## config.mk

```make
export PLATFORM = sky130hd
export DESIGN_NAME = input_image_loader_flat
export DESIGN_NICKNAME = d
export VERILOG_FILES = /design/src/rtl/input_image_loader_pkg.sv /design/src/rtl/input_image_loader_if.sv /design/src/rtl/input_image_loader_row_packer.sv /design/src/rtl/input_image_loader.sv /design/src/flat_wrapper.sv
export SDC_FILE = /design/constraint.sdc
export NUM_CORES = 1
export LEC_CHECK = 0
export CORE_MARGIN = 5
export CORE_UTILIZATION = 56
export DETAILED_ROUTE_END_ITERATION = 7
export PLACE_DENSITY = 0.81
export SYNTH_ARGS = -nofsm -noshare
export SYNTH_HDL_FRONTEND = slang
export SYNTH_SLANG_ARGS = --single-unit
```

## constraint.sdc

```tcl
create_clock -name clk -period 3.35 [get_ports clk]
set_input_delay 0.8375 -clock clk [delete_from_list [all_inputs] [get_ports clk]]
set_output_delay 0.8375 -clock clk [all_outputs]
set_load 0.02 [all_outputs]
```

## src/rtl/input_image_loader_pkg.sv

```systemverilog
// Shared definitions for the input-SRAM loader and the convolution controller
// that reads the same image layout back.
package input_image_loader_pkg;

    localparam int IIL_DATA_W = 16;
    localparam int IIL_ADDR_W = 12;
    localparam logic [IIL_DATA_W-1:0] IIL_TERM_WORD = 16'h00FF;

    // Per-image layout relative to the image's first word
    localparam int HDR_NROWS_OFS = 0;
    localparam int HDR_NCOLS_OFS = 1;
    localparam int HDR_ROW0_OFS  = 2;

    typedef enum logic [2:0] {
        ST_IDLE,
        ST_HDR_R,
        ST_HDR_C,
        ST_STREAM,
        ST_ROW_WR,
        ST_DONE,
        ST_TERM
    } loader_state_e;

    function automatic logic dim_ok(input logic [4:0] d);
        return (d != 5'd0) && (d <= 5'd16);
    endfunction

endpackage

```

## src/rtl/input_image_loader_if.sv

```systemverilog
// Pixel stream and SRAM write bus of the loader; slave is the loader side.
interface input_image_loader_if #(
    parameter int ADDR_W = 12,
    parameter int DATA_W = 16
);
    logic              pix_valid;
    logic              pix_data;
    logic              pix_ready;
    logic [ADDR_W-1:0] loader_sram_write_address;
    logic [DATA_W-1:0] loader_sram_write_data;
    logic              loader_sram_write_enable;

    modport master (
        output pix_valid, pix_data,
        input  pix_ready, loader_sram_write_address, loader_sram_write_data,
               loader_sram_write_enable
    );

    modport slave (
        input  pix_valid, pix_data,
        output pix_ready, loader_sram_write_address, loader_sram_write_data,
               loader_sram_write_enable
    );
endinterface

```

## src/rtl/input_image_loader_row_packer.sv

```systemverilog
// Assembles one row word from serial pixels; column c lands at bit c.
module input_image_loader_row_packer #(
    parameter int DATA_W = 16
) (
    input  logic              clk,
    input  logic              rst,
    input  logic              clear_i,
    input  logic              accept_i,
    input  logic              pix_i,
    input  logic [4:0]        ncols_i,
    output logic [DATA_W-1:0] row_word_o,
    output logic              last_o
);
    localparam int COL_W = $clog2(DATA_W);

    logic [COL_W-1:0]  col_q;
    logic [DATA_W-1:0] row_q;
    logic [DATA_W-1:0] row_d;
    logic [DATA_W-1:0] mask;

    // row_word_o already includes the pixel being accepted this cycle
    always_comb begin
        row_d        = row_q;
        row_d[col_q] = pix_i;
        for (int i = 0; i < DATA_W; i++) begin
            mask[i] = (i < int'(ncols_i));
        end
        row_word_o = row_d & mask;
        last_o     = (int'(col_q) == int'(ncols_i) - 1);
    end

    always_ff @(posedge clk) begin
        if (rst || clear_i) begin
            col_q <= '0;
        end else if (accept_i) begin
            col_q <= col_q + 1'b1;
        end
    end

    always_ff @(posedge clk) begin
        if (clear_i) begin
            row_q <= '0;
        end else if (accept_i) begin
            row_q <= row_d;
        end
    end

endmodule

```

## src/rtl/input_image_loader.sv

```systemverilog
// Writes image headers, packed row words and the terminator into input SRAM.
module input_image_loader
    import input_image_loader_pkg::*;
#(
    parameter int                ADDR_W    = IIL_ADDR_W,
    parameter int                DATA_W    = IIL_DATA_W,
    parameter logic [ADDR_W-1:0] BASE_ADDR = '0,
    parameter logic [DATA_W-1:0] TERM_WORD = IIL_TERM_WORD
) (
    input  logic                 clk,
    input  logic                 reset_b,
    input  logic                 start,
    input  logic [4:0]           img_nrows,
    input  logic [4:0]           img_ncols,
    input  logic                 finish,
    input_image_loader_if.slave  bus,
    output logic                 loader_busy,
    output logic                 image_done,
    output logic                 dim_error,
    output logic                 addr_overflow
);
    localparam int ROW_W = $clog2(DATA_W);

    loader_state_e     state_q;
    logic [ADDR_W-1:0] ptr_q;
    logic [ADDR_W-1:0] ptr_d;
    logic [ADDR_W-1:0] addr_q;
    logic [DATA_W-1:0] wdata_q;
    logic              we_q;
    logic              ready_q;
    logic              busy_q;
    logic              done_q;
    logic              derr_q;
    logic              ovf_q;
    logic [4:0]        nrows_q;
    logic [4:0]        ncols_q;
    logic [ROW_W-1:0]  row_cnt_q;

    logic              accept;
    logic              pk_clear;
    logic              pk_last;
    logic [DATA_W-1:0] pk_word;

    assign ptr_d    = ptr_q + 1'b1;
    assign accept   = bus.pix_valid & ready_q;
    assign pk_clear = (state_q == ST_HDR_C) || (state_q == ST_ROW_WR);

    input_image_loader_row_packer #(.DATA_W(DATA_W)) u_packer (
        .clk        (clk),
        .rst        (reset_b),
        .clear_i    (pk_clear),
        .accept_i   (accept),
        .pix_i      (bus.pix_data),
        .ncols_i    (ncols_q),
        .row_word_o (pk_word),
        .last_o     (pk_last)
    );

    // Write strobe/address/data are loaded on entry to the writing state, so
    // each word is visible on the bus during the state that owns it.
    always_ff @(posedge clk) begin
        if (reset_b) begin
            state_q   <= ST_IDLE;
            ptr_q     <= BASE_ADDR;
            addr_q    <= '0;
            wdata_q   <= '0;
            we_q      <= 1'b0;
            ready_q   <= 1'b0;
            busy_q    <= 1'b0;
            done_q    <= 1'b0;
            derr_q    <= 1'b0;
            ovf_q     <= 1'b0;
            nrows_q   <= '0;
            ncols_q   <= '0;
            row_cnt_q <= '0;
        end else begin
            we_q   <= 1'b0;
            done_q <= 1'b0;
            derr_q <= 1'b0;
            case (state_q)
                ST_IDLE: begin
                    if (start) begin
                        if (dim_ok(img_nrows) && dim_ok(img_ncols)) begin
                            nrows_q <= img_nrows;
                            ncols_q <= img_ncols;
                            state_q <= ST_HDR_R;
                            busy_q  <= 1'b1;
                            we_q    <= 1'b1;
                            addr_q  <= ptr_q;
                            wdata_q <= {{(DATA_W-5){1'b0}}, img_nrows};
                            ptr_q   <= ptr_d;
                            if (&ptr_q) ovf_q <= 1'b1;
                        end else begin
                            derr_q <= 1'b1;
                        end
                    end else if (finish) begin
                        state_q <= ST_TERM;
                        busy_q  <= 1'b1;
                        we_q    <= 1'b1;
                        addr_q  <= ptr_q;
                        wdata_q <= TERM_WORD;
                        ptr_q   <= ptr_d;
                        if (&ptr_q) ovf_q <= 1'b1;
                    end
                end
                ST_HDR_R: begin
                    state_q <= ST_HDR_C;
                    we_q    <= 1'b1;
                    addr_q  <= ptr_q;
                    wdata_q <= {{(DATA_W-5){1'b0}}, ncols_q};
                    ptr_q   <= ptr_d;
                    if (&ptr_q) ovf_q <= 1'b1;
                end
                ST_HDR_C: begin
                    state_q   <= ST_STREAM;
                    ready_q   <= 1'b1;
                    row_cnt_q <= '0;
                end
                ST_STREAM: begin
                    if (accept && pk_last) begin
                        state_q <= ST_ROW_WR;
                        ready_q <= 1'b0;
                        we_q    <= 1'b1;
                        addr_q  <= ptr_q;
                        wdata_q <= pk_word;
                        ptr_q   <= ptr_d;
                        if (&ptr_q) ovf_q <= 1'b1;
                    end
                end
                ST_ROW_WR: begin
                    row_cnt_q <= row_cnt_q + 1'b1;
                    if (int'(row_cnt_q) == int'(nrows_q) - 1) begin
                        state_q <= ST_DONE;
                        done_q  <= 1'b1;
                    end else begin
                        state_q <= ST_STREAM;
                        ready_q <= 1'b1;
                    end
                end
                ST_DONE, ST_TERM: begin
                    state_q <= ST_IDLE;
                    busy_q  <= 1'b0;
                end
                default: begin
                    state_q <= ST_IDLE;
                    busy_q  <= 1'b0;
                    ready_q <= 1'b0;
                end
            endcase
        end
    end

    assign bus.pix_ready                 = ready_q;
    assign bus.loader_sram_write_address = addr_q;
    assign bus.loader_sram_write_data    = wdata_q;
    assign bus.loader_sram_write_enable  = we_q;
    assign loader_busy                   = busy_q;
    assign image_done                    = done_q;
    assign dim_error                     = derr_q;
    assign addr_overflow                 = ovf_q;

endmodule
```

## src/flat_wrapper.sv

```systemverilog
// flat-port wrapper written by rule: the top's interface ports become plain ports
module input_image_loader_flat import input_image_loader_pkg::*;
#(
    parameter int                ADDR_W    = IIL_ADDR_W,
    parameter int                DATA_W    = IIL_DATA_W,
    parameter logic [ADDR_W-1:0] BASE_ADDR = '0,
    parameter logic [DATA_W-1:0] TERM_WORD = IIL_TERM_WORD
)
  (clk, reset_b, start, img_nrows, img_ncols, finish, loader_busy, image_done, dim_error, addr_overflow, bus_pix_valid, bus_pix_data, bus_pix_ready, bus_loader_sram_write_address, bus_loader_sram_write_data, bus_loader_sram_write_enable);
  input_image_loader_if #(.ADDR_W(ADDR_W), .DATA_W(DATA_W)) bus_i ();
  input  logic clk;
  input  logic reset_b;
  input  logic start;
  input  logic [4:0] img_nrows;
  input  logic [4:0] img_ncols;
  input  logic finish;
  output logic loader_busy;
  output logic image_done;
  output logic dim_error;
  output logic addr_overflow;
  input wire logic [$bits(bus_i.pix_valid)-1:0] bus_pix_valid;
  input wire logic [$bits(bus_i.pix_data)-1:0] bus_pix_data;
  output wire logic [$bits(bus_i.pix_ready)-1:0] bus_pix_ready;
  output wire logic [$bits(bus_i.loader_sram_write_address)-1:0] bus_loader_sram_write_address;
  output wire logic [$bits(bus_i.loader_sram_write_data)-1:0] bus_loader_sram_write_data;
  output wire logic [$bits(bus_i.loader_sram_write_enable)-1:0] bus_loader_sram_write_enable;
  assign bus_i.pix_valid = bus_pix_valid;
  assign bus_i.pix_data = bus_pix_data;
  assign bus_pix_ready = bus_i.pix_ready;
  assign bus_loader_sram_write_address = bus_i.loader_sram_write_address;
  assign bus_loader_sram_write_data = bus_i.loader_sram_write_data;
  assign bus_loader_sram_write_enable = bus_i.loader_sram_write_enable;
  input_image_loader #(.ADDR_W(ADDR_W), .DATA_W(DATA_W), .BASE_ADDR(BASE_ADDR), .TERM_WORD(TERM_WORD)) u_core (.clk(clk), .reset_b(reset_b), .start(start), .img_nrows(img_nrows), .img_ncols(img_ncols), .finish(finish), .bus(bus_i), .loader_busy(loader_busy), .image_done(image_done), .dim_error(dim_error), .addr_overflow(addr_overflow));
endmodule
```

### After elaboration in Yosys (flattened, before gate mapping)

Cells that the tools add are included.

* logic and storage cells: 126
* ROM bits: 0
* bits of input ports: 16
* memories kept: 0
* latch bits: 0
* output and inout port bits: 34
* bits in writable memories: 0
* register bits after elaboration: 83

* $add $sub $neg: 5
* shift-type cells: 0
* mux-type cells: 45
* eq/ne operators: 12
* div/mod/pow operators: 0
* reductions and logical operators: 22
* magnitude comparators: 20
* multiply operators: 0
* bitwise operators: 7

Operators by type and width (number)
* $mux 12: 8
* $pmux 12 s3: 2
* $mux 16: 4
* $pmux 16 s3: 1
* $lt 4x5->1 const A: 8
* $eq 5x32->1: 1
* $lt 3x5->1 const A: 4
* $mux 1: 17
* $and 16x16->16: 1
* $bwmux 16: 1
* $mux 3: 5
* $pmux 3 s5: 1
* $add 12x1->12 const B: 1
* $reduce_and 12->1: 1
* $reduce_and 3->1: 4
* $sub 5x1->6 const B: 2
* $le 5x5->1 const B: 2
* $lt 1x5->1 const A: 2
* $lt 2x5->1 const A: 2
* $reduce_bool 5->1: 2
* $eq 3x3->1 const B: 3
* $add 4x1->4 const B: 2
* $pmux 4 s2: 1
* $reduce_or 4->1: 2
* other kinds (23): 34

### Logic depth before layout (Yosys ltp)

Gate-level depths: netlist (run 1).

* word-level depth: 8
* gate-level depth with buffers: 11
* depth with buffers taken out: 8

### Hierarchy

Synthesis (run 1) repeated with hierarchy kept, for this count alone.

* cells, all modules: 550
* area total of the unflattened synthesis: 4524.3 µm²

By module, submodules not included
* input_image_loader: cells an instance 363, instances 1, sequential area each 1261.2 µm², area an instance 3105.5 µm²
* input_image_loader_row_packer: cells an instance 187, instances 1, sequential area each 400.4 µm², area an instance 1418.9 µm²

### Worst setup path before layout (run 1)

No wires, ideal clock.

* kind: reg-to-reg
* from: register u_core.ncols_q[0]
* to: register u_core.wdata_q[11] (netlist: u_core.bus.loader_sram_write_data[11])
* library setup time: 0.070 ns
* data arrival time: 2.412 ns
* period minus slack after synthesis: 2.482 ns
* cell stages (with the launch flop): 11
* path slack: 0.868 ns
* buffers on the path: 2
* required time: 3.280 ns
* path through: dfxtp_1 -> buf_2 -> inv_1 -> ha_1 -> xnor2_1 -> a2111oi_4 -> and4_1 -> o211ai_2 -> buf_6 -> or4_1 -> a21oi_1

* longest elaborated chain between the ends: 5
* elaborated cells on any way between the ends: 9
* classes of those cells: add/sub: 1; order compare: 1; eq/ne: 2; mux: 2; bitwise: 1; reduce/logical: 2

RTL lines
* start: declaration: RTL line input_image_loader.sv:36 `logic [4:0] ncols_q;`
* start signal: assignment: RTL line input_image_loader.sv:85 `ncols_q <= img_ncols;`
* $sub 5x1->6: RTL line input_image_loader_row_packer.sv:29 `last_o = (int'(col_q) == int'(ncols_i) - 1);`
* $eq 5x6->1: RTL line input_image_loader_row_packer.sv:29
* $logic_and 1x1->1: RTL line input_image_loader.sv:120 `if (accept && pk_last) begin`
* $ne 2x1->1 (no source line)
* $reduce_and 4->1 (no source line)
* end signal: assignment: RTL line input_image_loader.sv:90 `wdata_q <= {{(DATA_W-5){1'b0}}, img_nrows};`
* end signal: assignment: RTL line input_image_loader.sv:110 `wdata_q <= {{(DATA_W-5){1'b0}}, ncols_q};`
* end signal: assignment: RTL line input_image_loader.sv:125 `wdata_q <= pk_word;`
* end: declaration: RTL line input_image_loader.sv:28 `logic [DATA_W-1:0] wdata_q;`

Parallel ways exist; a longest one is shown, timed or not. The select of a mux whose other input is x is not followed.
A chain may end at the register's enable or synchronous reset.

### Worst setup path in the final report (run 1)

* from: input img_ncols[1]
* to: register u_core.ptr_q[5]

* longest elaborated chain between the ends: 5
* elaborated cells on any way between the ends: 6
* classes of those cells: order compare: 1; eq/ne: 1; reduce/logical: 4

RTL lines
* start: declaration: RTL line flat_wrapper.sv:15 `input logic [4:0] img_ncols;`
* $le 5x5->1 / $reduce_bool 5->1 (equally long branches): RTL line input_image_loader_pkg.sv:25 `return (d != 5'd0) && (d <= 5'd16);`
* $logic_and 1x1->1 *: RTL line input_image_loader_pkg.sv:25
* $logic_and 1x1->1 *: RTL line input_image_loader.sv:83 `if (dim_ok(img_nrows) && dim_ok(img_ncols)) begin`
* $ne 3x2->1 (no source line) *
* $reduce_and 4->1 (no source line) *
* end signal: assignment: RTL line input_image_loader.sv:91 `ptr_q <= ptr_d;`
* end signal: assignment: RTL line input_image_loader.sv:102 `ptr_q <= ptr_d;`
* end signal: assignment: RTL line input_image_loader.sv:111 `ptr_q <= ptr_d;`
* end: declaration: RTL line input_image_loader.sv:25 `logic [ADDR_W-1:0] ptr_q;`

Mark *: on every way between the ends. The rest lies on a longest branch, timed or not.

==> out/qor.csv, run 1 <==
metric,value,unit
viasPerCell,5.81,
drtIter0Drc,362,
finalHoldViolCount,0,
preCtsSetupSlack,-16.4,ps
ys_top_cells_by_area,"dfxtp_1, mux2i_1, nand2_1",
final_cell_mix,"dfxtp_1, nor2_1, nand2_1",
wl_per_cell,15.8,um
worst_path_max_delay_cell,or4_1,
cts_tree,built,
postSynthAreaPerCell,8.11,um^2
final_area,5160,um^2
post_cts_buffers,0,
worst_pin_slew,878,ps
worstSetupEndpointType,register,
pwr-share-seq,36.2,%
synth_ff_type,dfxtp_1,
synth.distinct_cells,59,
swShare,38.5,%
diodes,0,
postCtsResizedCells,0,
setup_viol,0,
cellInternalPower,2.16,mW
crit_chain,"clkdlybuf4s50_1, nor4_1, buf_4, xnor2_1, a21o_1, o211ai_2, buf_12, or4_1, a21oi_1",
grt_pass1_vias,3697,
ios,50,
yosys-mux-area-fraction,11.2,%
max_slew_margin,41.5,%
final.setup_skew,16.8,ps
critPathMaxFanout,16,
io_buffers,49,
synth_adder_area_share,2.58,%
grt_first_pass_wirelength,17800,um
die_w,98.3,um
area_growth,18.4,%
clk_pin_slew,80,ps
finalCritPeriodShare,89.5,%
ir_drop,0.268,mV
rsz0062_at_grt,no,
cts_max_level,3,
root_buffer,clkbuf_8,
die-height,98.3,um
cts_max_path_buffers,2,
final_common_cell,dfxtp_1,
num_rows,32,
min_period,3000,ps
ys_ff_latch,83,
fmax,333,MHz
grt_use_total,22.4,%
dpl_cell_area,4950,um^2
synth_area,4360,um^2
max_cap_violations,0,
dpl.hpwl,7730,um
dieArea,9650,um^2
async_flop_share,0,%
cts_sinks,83,
pwr_density_cell,681,nW/um^2
synth_cells,538,
antenna_found_initial,0,
wl,10700,um
worstPathArrival,3300,ps
synth_xor_area_share,3.56,%
cp-start-kind,input pin,
initial_core_util,57.0,%
vias,3954,
ant_nets,0,
globalplace.congestion,0.858,
synth_simple_gate_area_share,23.4,%
worst_slack,351,ps
power_switching,1.35,mW
slew_violations,0,
cts_buffers,9,
ctsHoldBuffers,0,
drive_gt1_share,8.13,%
synth_top_family_by_area,simple AND/OR/NAND/NOR gates,
fin_nets,599,
combPwrFrac,41.3,%
synth_edf_count,0,
path_buf_inv,3,
synth_nets,563,
slowest_delay,500,ps
p_clk_share,22.5,%
cp_top_family,simple AND/OR/NAND/NOR gates,
path_class,in2reg,
grt_max_degree,51,
drt-pass1-iter-count,5,
ys.warnings.count,0,
min-delay-path-class,reg2reg,
synth_compound_area_share,15.3,%
yosys.area.top_type,dfxtp_1,
worstPathRequired,3650,ps
synth_top_area_share,38.1,%
gr-total-overflow,0,
ys_seq_area_share,38.1,%
status,finished clean,
route.detailed.drc,0,
cellLeakagePower,2.06,nW
coreArea,7650,um^2
clk_latency,370,ps
## logic make-up (layout without fill, tap and decap cells)
logic type	Yosys count	in the layout
compound gates	100	100
xor+xnor	16	16
fa+ha+maj	9	9
buf+inv	61	101
flops	83	83
mux	48	48
simple gates	221	221
## worst paths after layout
check	from	to	slack, ps	cells past startpoint
max	img_ncols[1]	u_core.ptr_q[5]	350	9
min	u_core.u_packer.row_q[0]	u_core.u_packer.row_q[0]	460	2
max reg2reg	u_core.ncols_q[2]	u_core.bus.loader_sram_write_address[7]	640	8
min reg2reg	u_core.u_packer.row_q[0]	u_core.u_packer.row_q[0]	460	2
## cells in the mapped netlist, types with 3 or more instances
master / number
dfxtp_1: 83
nand2_1: 68
nor2_1: 68
mux2i_1: 42
a21oi_1: 39
clkbuf_1: 28
nand3_1: 21
inv_1: 17
nor3_1: 17
o21ai_0: 15
xnor2_1: 11
nor2b_1: 10
ha_1: 9
buf_2: 8
a211oi_1: 7
or4_1: 7
mux2_2: 6
nand4_1: 6
and3_1: 5
a21o_1: 4
a31oi_1: 4
nor4_1: 4
o2111ai_1: 4
xor2_1: 4
a22oi_1: 3
and2_1: 3
buf_1: 3
buf_4: 3
nand3b_1: 3
## tightest hold or removal path, stage by stage, from the launching register on
cell	delay, ps
dfxtp_1	310
nand2_1	50
a21oi_1	50
## sequential cells by signal, summed over array words and instances (netlist names)
name,count
u_core.nrows_q,5
u_core.bus.loader_sram_write_address,12
u_core.state_q,3
u_core.ncols_q,5
u_core.bus.loader_sram_write_data,16
u_core.bus.loader_sram_write_enable,1
u_core.u_packer.col_q,4
u_core.loader_busy,1
u_core.u_packer.row_q,16
u_core.row_cnt_q,4
u_core.ptr_q,12
u_core.bus.pix_ready,1
u_core.addr_overflow,1
u_core.dim_error,1
u_core.image_done,1
## power by group through the flow
| stage | sequential, mW | combinational [mW] | clock, mW |
|---|---|---|---|
| 2_1_floorplan | 1.31 | 0.918 | 0 |
| 3_3_place_gp | 1.28 | 1.41 | 0 |
| 3_5_place_dp | 1.29 | 1.44 | 0 |
| 4_1_cts | 1.27 | 1.45 | 0.795 |
| 5_1_grt | 1.29 | 1.58 | 0.849 |
| 6_report | 1.27 | 1.45 | 0.792 |
## cell type report
class                      count  area [um^2]
clock buffer                   9          124
sequential                    83         1660
timing repair buffer          68          653
tap                          102          128
fill                         617         2480
inverter                      18         67.6
clock inverter                 6         88.8
multi-input combinational    394         2440
## per-stage QoR
stage	utilization (%)	instances	hold slack (ps)	power [mW]	TNS, ps
detailed placement	64.8	665	448	2.72	-16.4
finish	67.5	680	459	3.52	0
global placement	64.8	665	442	2.70	0
global route	67.5	680	482	3.72	0
floorplan	-	538	432	2.23	0
CTS	67.5	680	460	3.51	0
## layer usage
metal | global-route usage [%] | routed length [um] | vias to the layer above
met5 | 0 | 0 | -
met2 | 37.5 | 5210 | 114
met1 | 28.5 | 4790 | 1862
met4 | 8.61 | 273 | 0
met3 | 4.43 | 465 | 25
li1 | - | - | 1953
No activity file was read; power rests on OpenSTA's default activity.
==> run 2: changes to the inputs <==
--- a/config.mk
+++ b/config.mk
@@ -6,9 +6,9 @@
 export NUM_CORES = 1
 export LEC_CHECK = 0
 export CORE_MARGIN = 5
-export CORE_UTILIZATION = 56
+export CORE_UTILIZATION = 45
 export DETAILED_ROUTE_END_ITERATION = 7
-export PLACE_DENSITY = 0.81
+export PLACE_DENSITY = 0.67
 export SYNTH_ARGS = -nofsm -noshare
 export SYNTH_HDL_FRONTEND = slang
 export SYNTH_SLANG_ARGS = --single-unit
==> out/qor.csv, run 2 (synthesis gave the netlist of run 1 again) <==
metric,value,unit,change
gr-total-overflow,0,,unchanged
hold_slack,463,ps,+4.53 ps
final_common_cell,dfxtp_1,,
die-height,108,um,+10%
min-delay-path-class,reg2reg,,
area_growth,19.7,%,
worstPathArrival,3220,ps,-80 ps
power_switching,1.37,mW,+1.5%
status,finished clean,,
clk_pin_slew,90,ps,about the same
finalHoldViolCount,0,,unchanged
dieArea,11800,um^2,+22%
critPathMaxFanout,15,,-1
worst_pin_slew,794,ps,-84.0 ps
root_buffer,clkbuf_8,,
cellLeakagePower,2.07,nW,+0.92%
viasPerCell,5.48,,-5.8%
slew_violations,0,,unchanged
worstSetupEndpointType,register,,
io_buffers,49,,unchanged
coreArea,9590,um^2,+25%
ctsHoldBuffers,0,,unchanged
grt_max_degree,36,,-29%
post_cts_buffers,0,,unchanged
cts_tree,built,,
wl_per_cell,15.3,um,-3.3%
min_period,2930,ps,-67.7 ps
placed_cells,699,,+5.1%
pwr_density_cell,674,nW/um^2,-0.97%
max_slew_margin,46.9,%,+5.4 points
route.detailed.drc,0,,unchanged
ios,50,,unchanged
max_cap_violations,0,,unchanged
setup_viol,0,,unchanged
combPwrFrac,40.0,%,-1.3 points
fin_nets,602,,+0.50%
wl,10900,um,+1.7%
ant_nets,0,,unchanged
initial_core_util,45.5,%,-12 points
drt-pass1-iter-count,4,,-1
grt_pass1_vias,3699,,+0.054%
final.setup_skew,15.2,ps,-1.62 ps
rsz0062_at_grt,no,,
grt_first_pass_wirelength,18000,um,+1.5%
cellInternalPower,2.14,mW,-0.79%
worstPathRequired,3640,ps,about the same
path_class,in2reg,,
num_rows,36,,+13%
dpl.hpwl,8010,um,+3.6%
drive_gt1_share,8.76,%,+0.63 points
diodes,0,,unchanged
cts_buffers,9,,unchanged
vias,3916,,-0.96%
grt_use_total,19.1,%,-3.3 points
cts_sinks,83,,unchanged
globalplace.congestion,0.832,,-3.0%
final_cell_mix,"dfxtp_1, nor2_1, nand2_1",,
clk_latency,360,ps,about the same
fin_util,54.4,%,-13 points
cts_max_path_buffers,2,,unchanged
die_w,108,um,+10%
swShare,39.1,%,+0.54 points
antenna_found_initial,0,,unchanged
fin_cells,715,,+5.1%
p_clk_share,23.9,%,+1.4 points
ir_drop,0.368,mV,+37%
timing.setup.tns,0,ps,unchanged
fmax,341,MHz,+2.3%
cts_max_level,3,,unchanged
finalCritPeriodShare,87.5,%,-2.0 points
postCtsResizedCells,0,,unchanged
pwr-share-seq,36.1,%,about the same
cp-start-kind,input pin,,
drtIter0Drc,213,,-41%
-- run 2: cell types whose count changed in the layout (fill, tap and decap cells not counted) --
cell,delta
buf_12,-2
buf_4,+5
clkinv_2,-1
clkinvlp_4,-1
inv_6,+1
inv_8,+2
-- run 2: layout make-up --
type                       instances  area, um^2
timing repair buffer              71         651
clock buffer                       9         124
fill                             924        4370
sequential                        83        1660
clock inverter                     7         108
multi-input combinational        394        2440
inverter                          18        67.6
tap                              133         166
-- run 2: critical path, cell delays in order --
cell	delay, ps
clkdlybuf4s50_1	420
nor4_1	350
buf_4	170
xnor2_1	160
a21o_1	210
o211ai_2	310
or4_1	590
a21oi_1	160
-- run 2: power by group through the flow --
| stage | sequential [mW] | clock, mW | combinational (mW) |
|---|---|---|---|
| 2_1_floorplan | 1.31 | 0 | 0.918 |
| 3_3_place_gp | 1.29 | 0 | 1.38 |
| 3_5_place_dp | 1.29 | 0 | 1.40 |
| 4_1_cts | 1.27 | 0.862 | 1.41 |
| 5_1_grt | 1.29 | 0.903 | 1.54 |
| 6_report | 1.27 | 0.841 | 1.41 |
-- run 2: path summary, 6_finish.rpt --
| check | startpoint | endpoint | slack, ps | cells past startpoint |
|---|---|---|---|---|
| max reg2reg | u_core.ncols_q[2] | u_core.bus.loader_sram_write_address[4] | 600 | 7 |
| min | u_core.u_packer.row_q[5] | u_core.u_packer.row_q[5] | 460 | 2 |
| max | img_ncols[0] | u_core.bus.loader_sram_write_data[11] | 420 | 8 |
| min reg2reg | u_core.u_packer.row_q[5] | u_core.u_packer.row_q[5] | 460 | 2 |
-- run 2: layer usage --
layer	wire length [um]	track usage, %	vias to the layer above
met5	0	0	-
met2	5360	31.7	70
met1	5040	25.7	1882
met4	127	5.23	0
li1	-	-	1955
met3	392	3.34	9
-- run 2: through the flow --
stage / power, mW / cell area (um^2) / setup WS [ps]
floorplan: 2.23 / 4360 / 868
global placement: 2.67 / 4990 / 78.7
detailed placement: 2.69 / 4990 / 56.8
CTS: 3.54 / 5220 / 419
global route: 3.73 / 5220 / 246
finish: 3.52 / 5220 / 418
==> run 3: changes to the inputs <==
--- a/config.mk
+++ b/config.mk
@@ -5,10 +5,13 @@
 export SDC_FILE = /design/constraint.sdc
 export NUM_CORES = 1
 export LEC_CHECK = 0
+export ABC_AREA = 1
+export CELL_PAD_IN_SITES_DETAIL_PLACEMENT = 0
+export CELL_PAD_IN_SITES_GLOBAL_PLACEMENT = 2
 export CORE_MARGIN = 5
-export CORE_UTILIZATION = 45
+export CORE_UTILIZATION = 31
 export DETAILED_ROUTE_END_ITERATION = 7
-export PLACE_DENSITY = 0.67
+export PLACE_DENSITY = 0.8
 export SYNTH_ARGS = -nofsm -noshare
 export SYNTH_HDL_FRONTEND = slang
 export SYNTH_SLANG_ARGS = --single-unit
==> out/qor.csv, run 3 <==
metric,value,unit,change
io_buffers,49,,unchanged
preCtsSetupSlack,522,ps,+465 ps
rr_worst_depth,11,,+4
root_buffer,clkbuf_16,,
ys_seq_area_share,37.5,%,-0.58 points
critical_path_depth,13,,+5
synth_nets,672,,+19%
drt-pass1-iter-count,4,,unchanged
worst_pin_slew,748,ps,-45.2 ps
min-delay-path-class,reg2reg,,
max_slew_margin,50.0,%,+3.1 points
dpl_cell_area,5050,um^2,+1.3%
hold-path-cell-count,2,,unchanged
ctsHoldBuffers,0,,unchanged
grt_pass1_vias,4019,,+8.7%
worstPathRequired,3590,ps,-50 ps
viasPerCell,4.71,,-14%
crit_chain,"clkdlybuf4s50_1, nand2_2, inv_2, nand2_1, nor2_1, nand3_1, nor2_4, nand3_4, nand2_4, buf_4, nand2_2, nand2_1, nor2_1",,
path_class,in2reg,,
critPathMaxFanout,22,,+7
ant_nets,0,,unchanged
grt_first_pass_wirelength,20500,um,+14%
final_cell_mix,"nand2_1, nor2_1, dfxtp_1",,
worst_slack,879,ps,+460 ps
pwr_density_cell,796,nW/um^2,+18%
hp-start,u_core.u_packer.row_q[14],,
final_area,5340,um^2,+2.3%
status,finished clean,,
ir_drop,0.298,mV,-19%
route.detailed.drc,0,,unchanged
cts_max_path_buffers,2,,unchanged
clk_pin_slew,60,ps,-30 ps
drtIter0Drc,256,,+20%
fin_nets,714,,+19%
max_cap_violations,0,,unchanged
synth_cells,647,,+20%
yosys.area.top_type,dfxtp_1,,
worstPathArrival,2710,ps,-510 ps
synth_edf_count,0,,unchanged
fin_util,38.3,%,-16 points
gr-total-overflow,0,,unchanged
ys_ff_latch,83,,unchanged
initial_core_util,31.8,%,-14 points
area_growth,20.6,%,
post_cts_buffers,0,,unchanged
regToRegEndpoint,u_core.bus.loader_sram_write_address[0],,
die-height,130,um,+19%
timing.setup.tns,0,ps,unchanged
globalplace.congestion,0.865,,+4.0%
grt_max_degree,30,,-17%
final_common_cell,nand2_1,,
min_period,2470,ps,-460 ps
reg2reg_slack,990,ps,+390 ps
crit_start,bus_pix_valid,,
async_flop_share,0,%,unchanged
cellLeakagePower,2.18,nW,+4.9%
worstSetupEndpointType,register,,
yosysMostFrequentCell,nand2_1,,
clk_latency,350,ps,about the same
ys_top_cells_by_area,"dfxtp_1, nand2_1, nor2_1",,
synth_area,4430,um^2,+1.5%
min_to,u_core.u_packer.row_q[14],,
coreArea,13900,um^2,+45%
slew_violations,0,,unchanged
setup_viol,0,,unchanged
dpl.hpwl,9020,um,+13%
drive_gt1_share,10.8,%,+2.0 points
ios,50,,unchanged
cts_sinks,83,,unchanged
vias,4119,,+5.2%
finalCritPeriodShare,73.8,%,-14 points
hold_slack,470,ps,+6.66 ps
cts_tree,built,,
synth_top_area_share,37.5,%,-0.58 points
synth_common_cells,"nand2_1, nor2_1, dfxtp_1",,
worst_path_max_delay_cell,clkdlybuf4s50_1,,
postCtsResizedCells,0,,unchanged
fmax,405,MHz,+19%
final.setup_skew,9.52,ps,-5.68 ps
r2r-start,u_core.ncols_q[1],,
antenna_found_initial,0,,unchanged
cts_max_level,3,,unchanged
synth.distinct_cells,39,,-34%
cp-start-kind,input pin,,
slowest_delay,470,ps,-120 ps
dieArea,16800,um^2,+43%
postSynthAreaPerCell,6.85,um^2,-16%
wl_per_cell,14.2,um,-7.0%
diodes,0,,unchanged
finalHoldViolCount,0,,unchanged
path_buf_inv,3,,+1
grt_use_total,15.5,%,-3.6 points
cp_top_family,simple AND/OR/NAND/NOR gates,,
synth_ff_type,dfxtp_1,,
wl,12400,um,+14%
die_w,130,um,+19%
cts_buffers,9,,unchanged
ys.warnings.count,0,,unchanged
rsz0062_at_grt,no,,
num_rows,43,,+19%
run 3: cells by family after synthesis:
family	share of synthesized area, %
DFF	37.5
xor gates and xnor gates	3.16
buffers and inverters	8.67
and+or+nand+nor	33.1
adders and majority gates	2.54
AOI/OAI and AO/OA	15.1
run 3: power by group:
| group | total, mW | switching [mW] | internal (mW) |
|---|---|---|---|
| sequential | 1.45 | 0.193 | 1.26 |
| clock | 0.962 | 0.418 | 0.544 |
| combinational | 1.84 | 1.15 | 0.694 |
run 3: area by class of cell:
type | count | area, um^2
Multi-Input combinational cell | 476 | 2380
Clock buffer | 11 | 253
Inverter | 63 | 239
Timing Repair Buffer | 56 | 543
Tap cell | 180 | 225
Sequential cell | 83 | 1660
Clock inverter | 5 | 37.5
Fill cell | 1482 | 8590
run 3: per-stage QoR:
stage | std cells | power [mW]
after floorplan | 647 | 2.71
after global placement | 858 | 3.32
after detailed placement | 858 | 3.32
after CTS | 874 | 4.31
after global routing | 874 | 4.60
final | 874 | 4.25
run 3: worst max-delay path by stage:
| stage | end | slack (ps) |
|---|---|---|
| floorplan | u_core.ptr_q[10] | 1340 |
| global route | u_core.bus.loader_sram_write_address[1] | 720 |
| CTS | u_core.bus.loader_sram_write_address[0] | 900 |
| finish | u_core.bus.loader_sram_write_address[0] | 880 |
| detailed placement | u_core.bus.loader_sram_write_address[0] | 520 |
| global placement | u_core.bus.loader_sram_write_address[0] | 550 |
run 3: layer usage:
metal  global-route usage (%)  part of all wire [%]
met5                        0                     0
met4                     5.81                   1.7
met3                     3.54                   3.1
met2                     25.3                    47
met1                     20.1                    48
run 3: worst reg2reg max path, stage by stage (launching register included):
cell and delay (ps):
dfxtp_1 470, inv_1 170, ha_1 320, xor2_1 140, nand3_1 160, nor2_4 150, nand3_4 190, nand2_4 150
buf_4 310, nand2_2 90, nand2_1 70, nor2_1 40
